### config.mk
export PLATFORM = sky130hd
export DESIGN_NAME = oc8051_wb_mem_arbiter_flat
export DESIGN_NICKNAME = d
export VERILOG_FILES = /design/src/rtl/oc8051_wb_mem_arbiter_if.sv /design/src/rtl/oc8051_wb_mem_arbiter.sv /design/src/flat_wrapper.sv
export SDC_FILE = /design/constraint.sdc
export NUM_CORES = 1
export LEC_CHECK = 0
export ABC_CLOCK_PERIOD_IN_PS = 2400
export BUFFER_PORTS_ARGS = -buffer_cell sky130_fd_sc_hd__buf_2
export CAP_MARGIN = 20
export CORE_MARGIN = 2
export CORE_UTILIZATION = 51
export DETAILED_ROUTE_END_ITERATION = 10
export PLACE_DENSITY = 0.86
export SYNTH_ARGS = -nofsm -noshare
export SYNTH_HDL_FRONTEND = slang
export SYNTH_SLANG_ARGS = --single-unit
### constraint.sdc
create_clock -name clk -period 2.4 [get_ports clk]
set_clock_uncertainty 0.15 [all_clocks]
set_input_delay 0.6 -clock clk [delete_from_list [all_inputs] [get_ports clk]]
set_output_delay 0.6 -clock clk [all_outputs]
set_load 0.02 [all_outputs]
### src/rtl/oc8051_wb_mem_arbiter_if.sv
// Bus bundle for the oc8051 wbi/wbd to shared-memory arbiter.
// slave: arbiter view; master: CPU and memory view.
interface oc8051_wb_mem_arbiter_if #(
  parameter int AW = 16
);
  logic [AW-1:0] wbi_adr_i;
  logic          wbi_stb_i;
  logic          wbi_cyc_i;
  logic [31:0]   wbi_dat_o;
  logic          wbi_ack_o;
  logic          wbi_err_o;

  logic [AW-1:0] wbd_adr_i;
  logic [7:0]    wbd_dat_i;
  logic          wbd_we_i;
  logic          wbd_stb_i;
  logic          wbd_cyc_i;
  logic [7:0]    wbd_dat_o;
  logic          wbd_ack_o;
  logic          wbd_err_o;

  logic [AW-1:0] mem_adr_o;
  logic [7:0]    mem_dat_o;
  logic          mem_we_o;
  logic          mem_stb_o;
  logic          mem_cyc_o;
  logic [7:0]    mem_dat_i;
  logic          mem_ack_i;

  modport slave (
    input  wbi_adr_i, wbi_stb_i, wbi_cyc_i,
    output wbi_dat_o, wbi_ack_o, wbi_err_o,
    input  wbd_adr_i, wbd_dat_i, wbd_we_i,
    input  wbd_stb_i, wbd_cyc_i,
    output wbd_dat_o, wbd_ack_o, wbd_err_o,
    output mem_adr_o, mem_dat_o, mem_we_o,
    output mem_stb_o, mem_cyc_o,
    input  mem_dat_i, mem_ack_i
  );

  modport master (
    output wbi_adr_i, wbi_stb_i, wbi_cyc_i,
    input  wbi_dat_o, wbi_ack_o, wbi_err_o,
    output wbd_adr_i, wbd_dat_i, wbd_we_i,
    output wbd_stb_i, wbd_cyc_i,
    input  wbd_dat_o, wbd_ack_o, wbd_err_o,
    input  mem_adr_o, mem_dat_o, mem_we_o,
    input  mem_stb_o, mem_cyc_o,
    output mem_dat_i, mem_ack_i
  );
endinterface

### src/rtl/oc8051_wb_mem_arbiter.sv
// Round-robin arbiter: 32-bit wbi fetch (4 byte reads) and 8-bit wbd onto one memory.
// Optional ack timeout with err pulse: define OC8051_WB_ARB_TIMEOUT_EN.
module oc8051_wb_mem_arbiter #(
  parameter int AW      = 16,
  parameter int TIMEOUT = 255
) (
  input logic clk,
  input logic rst_n,
  oc8051_wb_mem_arbiter_if.slave bus
);
  typedef enum logic [1:0] {
    IDLE,
    DATA,
    IFETCH,
    DONE
  } state_t;

  state_t        state;
  logic          last_i;
  logic [1:0]    cnt;
  logic          drop;
  logic [23:0]   word_lo;
  logic [AW-1:0] adr;
  logic [7:0]    wdat;
  logic          we;
  logic          stb;
  logic [31:0]   idat;
  logic          iack;
  logic [7:0]    ddat;
  logic          dack;

  logic ireq;
  logic dreq;
  logic mack;
  logic pick_i;

  assign ireq   = bus.wbi_stb_i & bus.wbi_cyc_i;
  assign dreq   = bus.wbd_stb_i & bus.wbd_cyc_i;
  assign mack   = bus.mem_ack_i & stb;
  // tie goes to the port that did not win last time
  assign pick_i = ireq & (~dreq | ~last_i);

`ifdef OC8051_WB_ARB_TIMEOUT_EN
  logic        ierr;
  logic        derr;
  logic        tmo;
  logic [15:0] wait_cnt;

  assign tmo = stb & ~mack &
               (wait_cnt == 16'(TIMEOUT - 1));

  always_ff @(posedge clk) begin
    if (!rst_n || !stb || mack)
      wait_cnt <= '0;
    else
      wait_cnt <= wait_cnt + 16'd1;
  end
`endif

  always_ff @(posedge clk) begin
    if (!rst_n) begin
      state   <= IDLE;
      last_i  <= 1'b0;
      cnt     <= '0;
      drop    <= 1'b0;
      word_lo <= '0;
      adr     <= '0;
      wdat    <= '0;
      we      <= 1'b0;
      stb     <= 1'b0;
      idat    <= '0;
      iack    <= 1'b0;
      ddat    <= '0;
      dack    <= 1'b0;
`ifdef OC8051_WB_ARB_TIMEOUT_EN
      ierr    <= 1'b0;
      derr    <= 1'b0;
`endif
    end else begin
      iack <= 1'b0;
      dack <= 1'b0;
`ifdef OC8051_WB_ARB_TIMEOUT_EN
      ierr <= 1'b0;
      derr <= 1'b0;
`endif
      unique case (state)
        IDLE: begin
          if (ireq | dreq) begin
            stb    <= 1'b1;
            cnt    <= '0;
            drop   <= 1'b0;
            last_i <= pick_i;
            if (pick_i) begin
              state <= IFETCH;
              adr   <= bus.wbi_adr_i;
              we    <= 1'b0;
              wdat  <= '0;
            end else begin
              state <= DATA;
              adr   <= bus.wbd_adr_i;
              we    <= bus.wbd_we_i;
              wdat  <= bus.wbd_dat_i;
            end
          end
        end
        DATA: begin
          if (!dreq)
            drop <= 1'b1;
          if (mack) begin
            stb <= 1'b0;
            we  <= 1'b0;
            if (drop | ~dreq) begin
              state <= IDLE;
            end else begin
              state <= DONE;
              dack  <= 1'b1;
              ddat  <= we ? 8'h00 : bus.mem_dat_i;
            end
          end
`ifdef OC8051_WB_ARB_TIMEOUT_EN
          else if (tmo) begin
            stb <= 1'b0;
            we  <= 1'b0;
            if (drop | ~dreq) begin
              state <= IDLE;
            end else begin
              state <= DONE;
              derr  <= 1'b1;
              ddat  <= 8'h00;
            end
          end
`endif
        end
        IFETCH: begin
          if (!ireq)
            drop <= 1'b1;
          if (mack) begin
            unique case (cnt)
              2'd0: word_lo[7:0]   <= bus.mem_dat_i;
              2'd1: word_lo[15:8]  <= bus.mem_dat_i;
              2'd2: word_lo[23:16] <= bus.mem_dat_i;
              2'd3: ;
            endcase
            cnt <= cnt + 2'd1;
            // an abandoned fetch stops after the byte in flight
            if (drop | ~ireq) begin
              stb   <= 1'b0;
              state <= IDLE;
            end else if (cnt == 2'd3) begin
              stb   <= 1'b0;
              state <= DONE;
              iack  <= 1'b1;
              idat  <= {bus.mem_dat_i, word_lo};
            end else begin
              adr <= adr + AW'(1);
            end
          end
`ifdef OC8051_WB_ARB_TIMEOUT_EN
          else if (tmo) begin
            stb <= 1'b0;
            if (drop | ~ireq) begin
              state <= IDLE;
            end else begin
              state <= DONE;
              ierr  <= 1'b1;
              idat  <= '0;
            end
          end
`endif
        end
        DONE: state <= IDLE;
        default: state <= IDLE;
      endcase
    end
  end

  assign bus.wbi_dat_o = idat;
  assign bus.wbi_ack_o = iack;
  assign bus.wbd_dat_o = ddat;
  assign bus.wbd_ack_o = dack;
  assign bus.mem_adr_o = adr;
  assign bus.mem_dat_o = wdat;
  assign bus.mem_we_o  = we;
  assign bus.mem_stb_o = stb;
  assign bus.mem_cyc_o = stb;

`ifdef OC8051_WB_ARB_TIMEOUT_EN
  assign bus.wbi_err_o = ierr;
  assign bus.wbd_err_o = derr;
`else
  assign bus.wbi_err_o = 1'b0;
  assign bus.wbd_err_o = 1'b0;
`endif
endmodule

### src/flat_wrapper.sv
// flat-port wrapper written by rule: the top's interface ports become plain ports
module oc8051_wb_mem_arbiter_flat 
#(
  parameter int AW      = 16,
  parameter int TIMEOUT = 255
)
  (clk, rst_n, bus_wbi_adr_i, bus_wbi_stb_i, bus_wbi_cyc_i, bus_wbi_dat_o, bus_wbi_ack_o, bus_wbi_err_o, bus_wbd_adr_i, bus_wbd_dat_i, bus_wbd_we_i, bus_wbd_stb_i, bus_wbd_cyc_i, bus_wbd_dat_o, bus_wbd_ack_o, bus_wbd_err_o, bus_mem_adr_o, bus_mem_dat_o, bus_mem_we_o, bus_mem_stb_o, bus_mem_cyc_o, bus_mem_dat_i, bus_mem_ack_i);
  oc8051_wb_mem_arbiter_if #(.AW(AW)) bus_i ();
  input logic clk;
  input logic rst_n;
  input wire logic [$bits(bus_i.wbi_adr_i)-1:0] bus_wbi_adr_i;
  input wire logic [$bits(bus_i.wbi_stb_i)-1:0] bus_wbi_stb_i;
  input wire logic [$bits(bus_i.wbi_cyc_i)-1:0] bus_wbi_cyc_i;
  output wire logic [$bits(bus_i.wbi_dat_o)-1:0] bus_wbi_dat_o;
  output wire logic [$bits(bus_i.wbi_ack_o)-1:0] bus_wbi_ack_o;
  output wire logic [$bits(bus_i.wbi_err_o)-1:0] bus_wbi_err_o;
  input wire logic [$bits(bus_i.wbd_adr_i)-1:0] bus_wbd_adr_i;
  input wire logic [$bits(bus_i.wbd_dat_i)-1:0] bus_wbd_dat_i;
  input wire logic [$bits(bus_i.wbd_we_i)-1:0] bus_wbd_we_i;
  input wire logic [$bits(bus_i.wbd_stb_i)-1:0] bus_wbd_stb_i;
  input wire logic [$bits(bus_i.wbd_cyc_i)-1:0] bus_wbd_cyc_i;
  output wire logic [$bits(bus_i.wbd_dat_o)-1:0] bus_wbd_dat_o;
  output wire logic [$bits(bus_i.wbd_ack_o)-1:0] bus_wbd_ack_o;
  output wire logic [$bits(bus_i.wbd_err_o)-1:0] bus_wbd_err_o;
  output wire logic [$bits(bus_i.mem_adr_o)-1:0] bus_mem_adr_o;
  output wire logic [$bits(bus_i.mem_dat_o)-1:0] bus_mem_dat_o;
  output wire logic [$bits(bus_i.mem_we_o)-1:0] bus_mem_we_o;
  output wire logic [$bits(bus_i.mem_stb_o)-1:0] bus_mem_stb_o;
  output wire logic [$bits(bus_i.mem_cyc_o)-1:0] bus_mem_cyc_o;
  input wire logic [$bits(bus_i.mem_dat_i)-1:0] bus_mem_dat_i;
  input wire logic [$bits(bus_i.mem_ack_i)-1:0] bus_mem_ack_i;
  assign bus_i.wbi_adr_i = bus_wbi_adr_i;
  assign bus_i.wbi_stb_i = bus_wbi_stb_i;
  assign bus_i.wbi_cyc_i = bus_wbi_cyc_i;
  assign bus_wbi_dat_o = bus_i.wbi_dat_o;
  assign bus_wbi_ack_o = bus_i.wbi_ack_o;
  assign bus_wbi_err_o = bus_i.wbi_err_o;
  assign bus_i.wbd_adr_i = bus_wbd_adr_i;
  assign bus_i.wbd_dat_i = bus_wbd_dat_i;
  assign bus_i.wbd_we_i = bus_wbd_we_i;
  assign bus_i.wbd_stb_i = bus_wbd_stb_i;
  assign bus_i.wbd_cyc_i = bus_wbd_cyc_i;
  assign bus_wbd_dat_o = bus_i.wbd_dat_o;
  assign bus_wbd_ack_o = bus_i.wbd_ack_o;
  assign bus_wbd_err_o = bus_i.wbd_err_o;
  assign bus_mem_adr_o = bus_i.mem_adr_o;
  assign bus_mem_dat_o = bus_i.mem_dat_o;
  assign bus_mem_we_o = bus_i.mem_we_o;
  assign bus_mem_stb_o = bus_i.mem_stb_o;
  assign bus_mem_cyc_o = bus_i.mem_cyc_o;
  assign bus_i.mem_dat_i = bus_mem_dat_i;
  assign bus_i.mem_ack_i = bus_mem_ack_i;
  oc8051_wb_mem_arbiter #(.AW(AW), .TIMEOUT(TIMEOUT)) u_core (.clk(clk), .rst_n(rst_n), .bus(bus_i));
endmodule
Word-level counts from Yosys, hierarchy flattened
Cells that the tools add are included.
{ "word_totals": {"elab_cells": 100, "output_inout_bits": 71, "input_bits": 56, "register_bits": 98} }
{ "classes": {"n_eq_ne": 14, "reduce_logical": 19, "muxes": 34, "n_addsub": 2, "bitwise_logic": 16} }
{ "ops": {"columns": ["op", "count"], "rows": [
  ["$mux W16", 5],
  ["$pmux W16 S2", 1],
  ["$reduce_and A3 Y1", 7],
  ["$mux W2", 9],
  ["$add A16 B1 Y16 const B", 1],
  ["$mux W8", 2],
  ["$mux W1", 12],
  ["$reduce_and A4 Y1", 3],
  ["$reduce_and A5 Y1", 2],
  ["$eq A2 B2 Y1 const B", 4],
  ["$ne A2 B2 Y1 const B", 4],
  ["$not A1 Y1", 8],
  ["$pmux W2 S4", 1],
  ["$ne A2 B1 Y1 const B", 3],
  ["$pmux W1 S3", 2],
  ["$and A1 B1 Y1", 4],
  ["$eq A2 B1 Y1 const B", 2],
  ["$logic_not A2 Y1", 2],
  ["$or A1 B1 Y1", 4],
  ["$pmux W2 S2", 1],
  ["$reduce_bool A2 Y1", 2],
  ["$reduce_or A4 Y1", 1],
  ["$ne A3 B1 Y1 const B", 1],
  ["$reduce_bool A3 Y1", 1],
  ["other kinds (3)", 3]
]} }

Longest topological paths before layout
Gate-level depths: netlist (run 1).
{ "logic_depth": {"ltp_word": 7, "depth_mapped": 9} }

Worst setup path after synthesis (run 1)
OpenSTA, ideal clock, no wires.
{ "synth_timing": {"path_kind": "register to register", "from": "reg u_core.state[0]", "to": "reg u_core.adr[0] (netlist: u_core.bus.mem_adr_o[0])", "stages_incl_launch_ff": 9, "t_required_ns": 2.176, "t_arrival_ns": 1.909, "n_path_buf": 1, "period_less_slack_ns": 2.133, "path_slack_ns": 0.267, "setup_time_ns": 0.074, "cell_sequence": "dfxtp_1 inv_1 ha_1 buf_4 a22o_1 a21oi_1 nand2_2 or4_1 a31oi_1"} }
{ "synth_between": {"elab_chain_len": 3} }
{ "synth_rtl": {"columns": ["item", "line_no", "source"], "rows": [
  ["start, declared", "oc8051_wb_mem_arbiter.sv:18", "state_t state;"],
  ["start signal, assigned", "oc8051_wb_mem_arbiter.sv:62", "state <= IDLE;"],
  ["start signal, assigned", "oc8051_wb_mem_arbiter.sv:94", "state <= IFETCH;"],
  ["start signal, assigned", "oc8051_wb_mem_arbiter.sv:99", "state <= DATA;"],
  ["$eq A2 B2 Y1 / $logic_not A2 Y1 (equally long branches)", "oc8051_wb_mem_arbiter.sv:86", "unique case (state)"],
  ["$ne A2 B2 Y1 (no line) (tied with other cells)", null, null],
  ["$reduce_and A5 Y1 (no line)", null, null],
  ["end signal, assigned", "oc8051_wb_mem_arbiter.sv:95", "adr <= bus.wbi_adr_i;"],
  ["end signal, assigned", "oc8051_wb_mem_arbiter.sv:100", "adr <= bus.wbd_adr_i;"],
  ["end signal, assigned", "oc8051_wb_mem_arbiter.sv:155", "adr <= adr + AW'(1);"],
  ["end, declared", "oc8051_wb_mem_arbiter.sv:23", "logic [AW-1:0] adr;"]
]} }
Several ways; a longest one is shown, not always the timed one.
A chain may end at the register's enable or synchronous reset.

Worst setup path after layout (run 1)
Same ends and word-level chain as after synthesis.

==> impl_metrics.csv, run 1 <==
group,metric,value,unit
synthesis,mappedNetlistArea,4260,µm²
clock_tree,clock_tree.htree_level_count,3,
cells_and_area,final_net_count,714,
floorplanning,pin_count,127,
place,place_hpwl,8030,µm
setup_path,path_max_fanout,14,
place,placed_cells_incl_taps,741,
cells_and_area,post-route-cell-area,5190,µm²
setup_path,crit_arrival,2.31,ns
synthesis,post_synth_fa_ha_maj_area_fraction,3.23,%
sta,worst_pin_slew,0.884,ns
synthesis,ys_types,48,
routing,number_of_vias_after_detailed_routing,4229,
routing,drt_iter0_markers,196,
routing,detail_route.drc_violations,0,
cells_and_area,final_cells,757,
routing,drt.antenna.violating_nets,0,
synthesis,synth.top_cell.area_share,46.1,%
synthesis,mapped_cells,531,
sta,final-hold-violation-count,0,
synthesis,postSynthRegisterBits,98,
routing,routed_wirelength,11200,µm
setup_path,start_point_of_the_critical_path,"u_core.state[0]$_SDFFE_PN0P_",
place,postPlaceCellArea,4990,µm²
setup_path,cp-start-kind,"flop",
floorplanning,floorplan.initialDensity,52.3,%
synthesis,dominant_cell_by_count_in_the_synthesized_netlist,"sky130_fd_sc_hd__nand2_1",
clock_tree,numCtsBuffers,9,
synthesis,netlist.top_cell.by_area,"sky130_fd_sc_hd__dfxtp_1",
clock_tree,clkSlewWorstSetupHoldPaths,0.10,ns
grt,wire_length_of_the_first_global_routing_pass,17600,µm
synthesis,yosys.area_share.xor_xnor,0.206,%
sta,holdWs,0.306,ns
status,run_status,"complete, no violations",
floorplanning,core.rowCount,33,
clock_tree,clock_path_buffers,2,
pwr,powerDensity,862,nW/µm²
grt,overflow,0,
routing,drt-met1-wl,4730,µm
synthesis,synth-compound-area-share,21.7,%
setup_path,critical_path.reg2reg.startpoint,"u_core.state[0]$_SDFFE_PN0P_",
synthesis,synth_ff_type,"sky130_fd_sc_hd__dfxtp_1",
sta,unrepaired_setup_endpoints_after_global_routing,"no",
pwr,vdd.ir_drop.worst,0.000789,V
synthesis,synth_top_family_by_area,"compound AO/OA/AOI/OAI gates",
min_path,hold_path_startpoint,"u_core.word_lo[13]$_SDFFE_PN0P_",
cells_and_area,layout.core_utilization,63.8,%
synthesis,synth_sequential_area_ratio,46.1,%
place,gp_congestion,0.958,
min_path,worst_hold_path_type,"flop to flop",
sta,relSlewSlack,40.8,%
grt,number_of_antenna_violations_at_the_first_check_in_global_routing,0,
grt,grt_util_all_layers,24.7,%
synthesis,synth-simple-area-share,21.3,%
sta,totalNegativeSetupSlack,0,ns
floorplanning,design.core.area,8130,µm²
synthesis,syn_area_per_cell,8.01,µm²
clock_tree,cts_tree,"built",
sta,timing.final.setup_violations,0,
grt,grt_start_max_net_pins,60,
sta,max_slew_violation_total_from_the_final_report,0,
floorplanning,die_w,95.3,µm
pwr,design_power_total,4.47,mW
clock_tree,root_buffer,"sky130_fd_sc_hd__clkbuf_8",
setup_path,critical_path_class,"flop to flop",
cells_and_area,drive_gt1_share,25.5,%
floorplanning,die_area,9090,µm²
sta,timing.fmax,461,MHz
pwr,total_leakage_power,2.18,nW
routing,highest_layer,"met4",
floorplanning,die_h,95.3,µm
clock_tree,cts_hold_buf,0,
synthesis,yosysWarnings,0,
sta,layout_min_cycle_time,2.17,ns
place,place_worst_setup_slack,0.0476,ns
run,max_cap_violations,0,
routing,dr_wl_met2,5510,µm
grt,via_count_of_the_first_global_routing_pass,3800,
setup_path,worst_setup_path_end_kind,"flop",
cells_and_area,antenna_cells,0,
cells_and_area,flow.area_growth_from_synthesis,22.0,%
sta,postLayoutSetupSlackWorst,0.232,ns
setup_path,worst-endpoint-required,2.54,ns
routing,vias_per_cell,5.59,
routing,dr_wl_met3,756,µm
clock_tree,cts.sinks,98,
routing,drtPass1Iterations,5,
routing,wl_per_cell,14.8,µm
synthesis,post_synth_main_area_contributors,"sky130_fd_sc_hd__dfxtp_1 46%, sky130_fd_sc_hd__nand2_1 13%, sky130_fd_sc_hd__a21oi_1 8.9%",
sta,final_min_period_over_clock_period,90.4,%
synthesis,synth_enable_flop_cells,0,
synthesis,asyncSetResetFlopFracSynth,0,%
synthesis,post_synth_mux_area_share,2.94,%
synthesis,synth.top_cells.by_count,"145 x sky130_fd_sc_hd__nand2_1, 98 x sky130_fd_sc_hd__dfxtp_1, 76 x sky130_fd_sc_hd__a21oi_1, 28 x sky130_fd_sc_hd__clkbuf_1, 25 x sky130_fd_sc_hd__nor2_1",
place,port_buffers,124,
clock_tree,clk-insertion-delay-late,0.37,ns
[critical path: stages (launching register included)]
cell                      delay, ns
sky130_fd_sc_hd__dfxtp_1       0.37
sky130_fd_sc_hd__inv_1         0.11
sky130_fd_sc_hd__ha_1          0.27
sky130_fd_sc_hd__a22o_1        0.25
sky130_fd_sc_hd__a21oi_1       0.18
sky130_fd_sc_hd__nand2_2       0.09
sky130_fd_sc_hd__buf_4         0.21
sky130_fd_sc_hd__or3_1         0.32
sky130_fd_sc_hd__a31oi_1       0.16
[sequential cells by signal, indices dropped and copies added, names as in the netlist]
register              cells
u_core.bus.wbi_dat_o     32
u_core.word_lo           24
u_core.bus.mem_adr_o     16
u_core.bus.mem_dat_o      8
u_core.bus.wbd_dat_o      8
u_core.cnt                2
u_core.state              2
u_core.bus.mem_cyc_o      1
u_core.bus.mem_we_o       1
u_core.bus.wbd_ack_o      1
u_core.bus.wbi_ack_o      1
u_core.drop               1
u_core.last_i             1
[report_power, final]
part           internal (mW)  switching [mW]
sequential              1.81           0.215
clock                  0.407           0.636
combinational          0.526           0.881
total                   2.74            1.73
[area by class of cell]
cell class,instances,area (µm²)
fillers,731,2940
multi-input cells,389,2110
well taps,105,131
flip-flops and latches,98,1960
repair buffers,141,761
clock buffers,9,124
clock inverters,7,72.6
inverters,8,30.0
[path summary, 6_finish.rpt]
path / endpoint / cells after the start / slack (ns)
min reg2reg: u_core.bus.wbi_dat_o[13]$_SDFFE_PN0P_ / 2 / 0.31
max: u_core.bus.mem_adr_o[0]$_SDFFE_PN0P_ / 8 / 0.23
max reg2reg: u_core.bus.mem_adr_o[0]$_SDFFE_PN0P_ / 8 / 0.23
min: u_core.bus.wbi_dat_o[13]$_SDFFE_PN0P_ / 2 / 0.31
[what timing repair did]
action / 4_1_cts / 5_1_grt
endpoints found under the hold margin: 0 / 0
setup buffers: 0 / 0
gates resized for setup: 0 / 1
setup endpoints to repair: 0 / 2
[cells in the final DEF (no fill, tap or decap), drive strengths merged, types with 2 or more instances in the layout]
cell and instances:
nand3b 2, and4 3, o22a 2, a211oi 6, nor4 2, inv 11, dfxtp 98, a22o 9
o211ai 4, a21oi 76, o32ai 3, nand2b 2, nand4 4, mux2i 8, a32o 3, ha 11
o21ai 17, nand2 146, nand3 15, buf 141, and2 7, nor2 25, o41ai 2, clkbuf 9
a22oi 8, o21a 2, o31ai 3, clkinvlp 3, or3 2, conb 2, and3 4, mux2 4
o22ai 3, a31oi 4
[per-layer routing]
metal  up-vias  GRT usage (%)
met4         0           8.45
li1       2065              -
met1      1968           31.6
met2       175           42.2
met5         -              0
met3        21           3.79
[logic make-up after synthesis]
family                     count (synthesis)
other                                      1
AOI/OAI and AO/OA                        149
adders and majority gates                 11
buffers and inverters                     45
DFF                                       98
xor gates and xnor gates                   1
and+or+nand+nor                          214
muxes                                     12
(Power assumes the default switching activity.)
==> run 2: changes to the inputs <==
- ABC_CLOCK_PERIOD_IN_PS: 2400 -> 2800
- CORE_ASPECT_RATIO: not set -> 0.75
- CORE_UTILIZATION: 51 -> 55
- PLACE_DENSITY: 0.86 -> 0.91
- clock period: 2.4 -> 2.8 ns (I/O delays scaled with it)
==> run 2 against run 1 <==
  * Sequential share of layout area rose by 0.29 points
  * Register-to-register slack gained 0.09 ns
  * Critical path depth fell by 1
  * Combinational power shrank 20%
  * Non-clock buffer count down 4
  * Via count rose by 2.8%
  * First-iteration DRC count is 88% higher
  * Clock power fell by 12%
  * Critical path type unchanged
  * Critical endpoint is now u_core.bus.mem_adr_o[7]$_SDFFE_PN0P_
  * Largest power group unchanged
==> impl_metrics.csv, run 2 (synthesized netlist as in run 1, its figures left out) <==
group,metric,value,unit
status,run_status,"complete, no violations",
grt,grtUsageMet2,45.2,%
pwr,total_leakage_power,2.17,nW
routing,detail_route.drc_violations,0,
pwr,pwr-share-clk,24.0,%
sta,postLayoutSetupSlackWorst,0.317,ns
floorplanning,die_w,106,µm
grt,globalRouteMet3Util,4.87,%
clock_tree,postCtsResizedCells,0,
pwr,powerDensity,739,nW/µm²
grt,grt_util_all_layers,27.1,%
clock_tree,cts_tree,"built",
grt,grt_start_max_net_pins,57,
cells_and_area,post-route-cell-area,5150,µm²
cells_and_area,antenna_cells,0,
floorplanning,design.core.area,7430,µm²
cells_and_area,flow.area_growth_from_synthesis,21.0,%
cells_and_area,final_net_count,710,
routing,routed_wirelength,11400,µm
sta,max_slew_violation_total_from_the_final_report,0,
pwr,vdd.ir_drop.worst,0.000448,V
place,postPlaceCellArea,4940,µm²
grt,number_of_antenna_violations_at_the_first_check_in_global_routing,0,
setup_path,worst_r2r_path_depth,7,
routing,drt.antenna.violating_nets,0,
sta,timing.final.setup_violations,0,
clock_tree,cts_hold_buf,0,
routing,drt_iter0_markers,368,
grt,wire_length_of_the_first_global_routing_pass,18500,µm
place,gp_congestion,0.909,
place,port_buffers,124,
floorplanning,floorplan.initialDensity,57.3,%
floorplanning,core.rowCount,27,
cells_and_area,seq_area,1960,µm²
cells_and_area,layout_commonest_cell,"sky130_fd_sc_hd__nand2_1",
pwr,pwr-share-comb,29.6,%
grt,grt-busiest-layer,"met2",
clock_tree,clk-insertion-delay-late,0.36,ns
clock_tree,cts.repair_timing.setup_buffer_count,0,
sta,totalNegativeSetupSlack,0,ns
setup_path,cp_slowest_stage_delay,0.41,ns
setup_path,critical_path_class,"flop to flop",
sta,final_min_period_over_clock_period,88.7,%
setup_path,cell_at_the_slowest_stage_of_the_critical_path,"sky130_fd_sc_hd__and2_1",
setup_path,cp-start-kind,"flop",
sta,final-hold-violation-count,0,
pwr,power.net_switching,1.49,mW
routing,vias_per_cell,5.80,
sta,timing.fmax,403,MHz
min_path,hold_path_depth,2,
sta,layout_min_cycle_time,2.48,ns
pwr,seqPwrFrac,46.4,%
grt,via_count_of_the_first_global_routing_pass,3967,
floorplanning,pin_count,127,
clock_tree,clkSlewWorstSetupHoldPaths,0.11,ns
grt,grt.met1_usage,34.9,%
clock_tree,clock_tree.htree_level_count,3,
run,max_cap_violations,0,
setup_path,crit_arrival,2.60,ns
clock_tree,numCtsBuffers,9,
pwr,netSwitchingFraction,39.1,%
sta,relSlewSlack,64.3,%
setup_path,crit_chain,"inv_1 > ha_1 > nand2b_1 > a32oi_2 > and2_1 > nand2_1 > o32ai_1",
cells_and_area,largest_reg_flops,32,
setup_path,worst_setup_path_end_kind,"flop",
cells_and_area,footprint_of_the_multi_input_gates,2110,µm²
min_path,worst_hold_path_type,"flop to flop",
cells_and_area,layout.core_utilization,69.3,%
clock_tree,root_buffer,"sky130_fd_sc_hd__clkbuf_8",
clock_tree,cts.sinks,98,
sta,unrepaired_setup_endpoints_after_global_routing,"no",
pwr,cell_internal_pwr,2.32,mW
setup_path,worst-endpoint-required,2.92,ns
routing,drtPass1Iterations,5,
setup_path,path_max_fanout,9,
clock_tree,clock_path_buffers,2,
floorplanning,die_h,80.2,µm
cells_and_area,fill_cells,608,
place,place_hpwl,8130,µm
routing,wl_per_cell,15.2,µm
routing,number_of_vias_after_detailed_routing,4347,
cells_and_area,drive_gt1_share,24.8,%
place,place_worst_setup_slack,0.344,ns
grt,overflow,0,
floorplanning,die_area,8460,µm²
cells_and_area,mostFrequentLayoutCells,"145 x sky130_fd_sc_hd__nand2_1, 124 x sky130_fd_sc_hd__buf_2, 98 x sky130_fd_sc_hd__dfxtp_1",
sta,worst_pin_slew,0.535,ns
-- run 2: changes by cell type in the layout (fill, tap and decap cells not counted), sizes merged --
| cell | before | now |
|---|---|---|
| clkinv | 1 | 5 |
| buf | 141 | 137 |
| inv | 11 | 10 |
| clkinvlp | 3 | 0 |
-- run 2: area by class of cell --
type	count	share of cell area [%]
clock inverters	7	1.58
repair buffers	137	13.9
clock buffers	9	2.41
well taps	101	2.45
multi-input cells	389	40.9
flip-flops and latches	98	38.1
inverters	8	0.583
-- run 2: final timing paths --
| path | start | end | slack [ns] |
|---|---|---|---|
| max | u_core.state[0]$_SDFFE_PN0P_ | u_core.bus.mem_adr_o[7]$_SDFFE_PN0P_ | 0.32 |
| max reg2reg | u_core.state[0]$_SDFFE_PN0P_ | u_core.bus.mem_adr_o[7]$_SDFFE_PN0P_ | 0.32 |
| min | u_core.word_lo[8]$_SDFFE_PN0P_ | u_core.bus.wbi_dat_o[8]$_SDFFE_PN0P_ | 0.31 |
| min reg2reg | u_core.word_lo[8]$_SDFFE_PN0P_ | u_core.bus.wbi_dat_o[8]$_SDFFE_PN0P_ | 0.31 |
-- run 2: stage by stage --
step	instances	power, mW	hold WS [ns]
5_1_grt	749	4.00	0.326
6_report	749	3.81	0.307
4_1_cts	749	3.79	0.308
3_5_place_dp	733	2.89	0.294
2_1_floorplan	532	2.52	0.282
3_3_place_gp	733	2.84	0.290
-- run 2: power by group through the flow --
| stage | Clock (mW) | Combinational (mW) | Sequential, mW |
|---|---|---|---|
| 3_5_place_dp | 0 | 1.11 | 1.78 |
| 4_1_cts | 0.923 | 1.11 | 1.75 |
| 2_1_floorplan | 0 | 0.630 | 1.89 |
| 5_1_grt | 0.991 | 1.22 | 1.79 |
| 3_3_place_gp | 0 | 1.07 | 1.77 |
| 6_report | 0.912 | 1.13 | 1.77 |
-- run 2: layer usage --
metal	vias up	routed length (µm)	share of wire, %
met2	241	5370	47
met5	-	0	0
met1	2006	4810	42
met3	35	928	8.2
met4	0	260	2.3
li1	2065	-	-
-- run 2: worst max-delay path: cells and delay by family, from the launching register on --
kind	cells	cell delay (ns)
adders and majority gates	1	0.29
and+or+nand+nor	3	0.82
DFF	1	0.39
AOI/OAI and AO/OA	2	0.63
buffers and inverters	1	0.12
==> run 3: changes to the inputs <==
- CAP_MARGIN: 20 -> 10
- GPL_TIMING_DRIVEN: not set -> 0
==> run 3 against run 2 <==
  * Hold slack better by 0.0021 ns
  * Clock-buffer cell count unchanged
  * Largest cell class unchanged
  * Via count up 1.7%
  * Worst setup slack better by 0.012 ns
  * First-iteration DRC count down 1.6%
  * Sequential share of layout area down 0.35 points
  * Power up 0.96%
  * Combinational power up 4%
  * Non-clock buffer count up 23
  * Clock power down 1%
  * Utilization up 0.64 points
==> impl_metrics.csv, run 3 (synthesized netlist as in run 1, its figures left out) <==
group,metric,value,unit
floorplanning,pin_count,127,
sta,relSlewSlack,47.7,%
routing,drt_iter0_markers,362,
routing,drt.antenna.violating_nets,0,
grt,via_count_of_the_first_global_routing_pass,4173,
clock_tree,cts_hold_buf,0,
pwr,powerDensity,739,nW/µm²
grt,number_of_antenna_violations_at_the_first_check_in_global_routing,0,
floorplanning,core.rowCount,27,
sta,totalNegativeSetupSlack,0,ns
cells_and_area,layout.core_utilization,69.9,%
setup_path,start_point_of_the_critical_path,"u_core.state[0]$_SDFFE_PN0P_",
floorplanning,die_w,106,µm
sta,worst_pin_slew,0.781,ns
sta,timing.final.setup_violations,0,
cells_and_area,final_net_count,733,
routing,routed_wirelength,12300,µm
floorplanning,die_h,80.2,µm
pwr,total_leakage_power,2.16,nW
cells_and_area,layout_commonest_cell,"sky130_fd_sc_hd__nand2_1",
setup_path,worst_setup_path_end_kind,"flop",
setup_path,worst_r2r_path_depth,9,
min_path,hold_path_startpoint,"u_core.word_lo[11]$_SDFFE_PN0P_",
setup_path,cp-start-kind,"flop",
sta,postLayoutSetupSlackWorst,0.329,ns
setup_path,path_max_fanout,10,
cells_and_area,flow.area_growth_from_synthesis,22.1,%
grt,grt_start_max_net_pins,20,
setup_path,cell_at_the_slowest_stage_of_the_critical_path,"sky130_fd_sc_hd__dfxtp_1",
routing,drtPass1Iterations,7,
grt,grtUsageMet2,49.2,%
clock_tree,postCtsResizedCells,0,
clock_tree,clk-insertion-delay-late,0.37,ns
setup_path,worstSetupPathDepth,9,
sta,final_min_period_over_clock_period,88.3,%
grt,wire_length_of_the_first_global_routing_pass,19500,µm
clock_tree,clock_tree.htree_level_count,3,
setup_path,cp_num_buf_inv,3,
cells_and_area,mostFrequentLayoutCells,"145 x sky130_fd_sc_hd__nand2_1, 127 x sky130_fd_sc_hd__buf_2, 98 x sky130_fd_sc_hd__dfxtp_1",
setup_path,critical_path.reg2reg.startpoint,"u_core.state[0]$_SDFFE_PN0P_",
sta,final-hold-violation-count,0,
pwr,vdd.ir_drop.worst,0.000549,V
run,max_cap_violations,0,
setup_path,path_delay_family,"compound AO/OA/AOI/OAI gates",
sta,layout_min_cycle_time,2.47,ns
setup_path,critical_path_class,"flop to flop",
routing,detail_route.drc_violations,0,
grt,grt.met1_usage,37.4,%
cells_and_area,fill_cells,614,
grt,overflow,0,
place,place_hpwl,8980,µm
clock_tree,root_buffer,"sky130_fd_sc_hd__clkbuf_8",
routing,number_of_vias_after_detailed_routing,4421,
floorplanning,design.core.area,7430,µm²
cells_and_area,footprint_of_the_multi_input_gates,2110,µm²
sta,timing.fmax,405,MHz
sta,unrepaired_setup_endpoints_after_global_routing,"no",
grt,globalRouteMet3Util,4.95,%
setup_path,cp_slowest_stage_delay,0.34,ns
clock_tree,numCtsBuffers,9,
cells_and_area,drive_gt1_share,23.1,%
floorplanning,floorplan.initialDensity,57.3,%
cells_and_area,antenna_cells,0,
status,run_status,"complete, no violations",
min_path,hold_path_depth,2,
min_path,worst_hold_path_type,"flop to flop",
place,place_worst_setup_slack,0.209,ns
grt,grt_util_all_layers,28.9,%
setup_path,worst-endpoint-required,2.93,ns
setup_path,crit_chain,"inv_1 > ha_1 > buf_4 > nand3_1 > a32oi_2 > and2_1 > buf_2 > nand2_1 > o32ai_1",
place,port_buffers,123,
cells_and_area,seq_area,1960,µm²
floorplanning,die_area,8460,µm²
setup_path,crit_arrival,2.60,ns
pwr,design_power_total,3.84,mW
clock_tree,cts.repair_timing.setup_buffer_count,0,
clock_tree,cts_tree,"built",
grt,grt-busiest-layer,"met2",
place,gp_congestion,0.933,
routing,wl_per_cell,16.0,µm
sta,max_slew_violation_total_from_the_final_report,0,
clock_tree,clock_path_buffers,2,
clock_tree,cts.sinks,98,
clock_tree,clkSlewWorstSetupHoldPaths,0.11,ns
cells_and_area,largest_reg_flops,32,
routing,vias_per_cell,5.73,
-- run 3: per-layer routing --
layer / share of wire (%) / up-vias
li1: - / 2107
met1: 43 / 2061
met2: 47 / 225
met3: 8.3 / 28
met4: 1.8 / 0
met5: 0 / -
-- run 3: layout make-up --
type / count / area share, %
Timing Repair Buffer: 123 / 11.8
Clock buffer: 9 / 2.38
Sequential cell: 98 / 37.7
Inverter: 8 / 0.578
Clock inverter: 7 / 1.40
Multi-Input combinational cell: 389 / 40.6
Tap cell: 101 / 2.43
Buffer: 37 / 3.06
-- run 3: path summary, 6_finish.rpt --
path                                           endpoint  slack (ns)
setup / recovery   u_core.bus.mem_adr_o[7]$_SDFFE_PN0P_        0.33
hold / removal    u_core.bus.wbi_dat_o[11]$_SDFFE_PN0P_        0.31
setup reg to reg   u_core.bus.mem_adr_o[7]$_SDFFE_PN0P_        0.33
hold reg to reg   u_core.bus.wbi_dat_o[11]$_SDFFE_PN0P_        0.31
-- run 3: metrics by stage --
stage | area (µm²) | std cells | hold WS, ns
CTS | 5200 | 772 | 0.307
global route | 5200 | 772 | 0.321
detailed placement | 5000 | 756 | 0.293
global placement | 5000 | 756 | 0.290
finish | 5200 | 772 | 0.309
floorplan | 4260 | 532 | 0.282
-- run 3: tightest hold or removal path, cell delays in order, from the launching register on --
cell                      delay (ns)
sky130_fd_sc_hd__dfxtp_1        0.33
sky130_fd_sc_hd__nand2_1        0.06
sky130_fd_sc_hd__a21oi_1        0.05
-- run 3: power breakdown --
part / switching, mW / internal (mW) / leakage (nW)
clock: 0.551 / 0.349 / 0.0902
combinational: 0.767 / 0.417 / 1.28
sequential: 0.209 / 1.55 / 0.794
total: 1.53 / 2.32 / 2.16
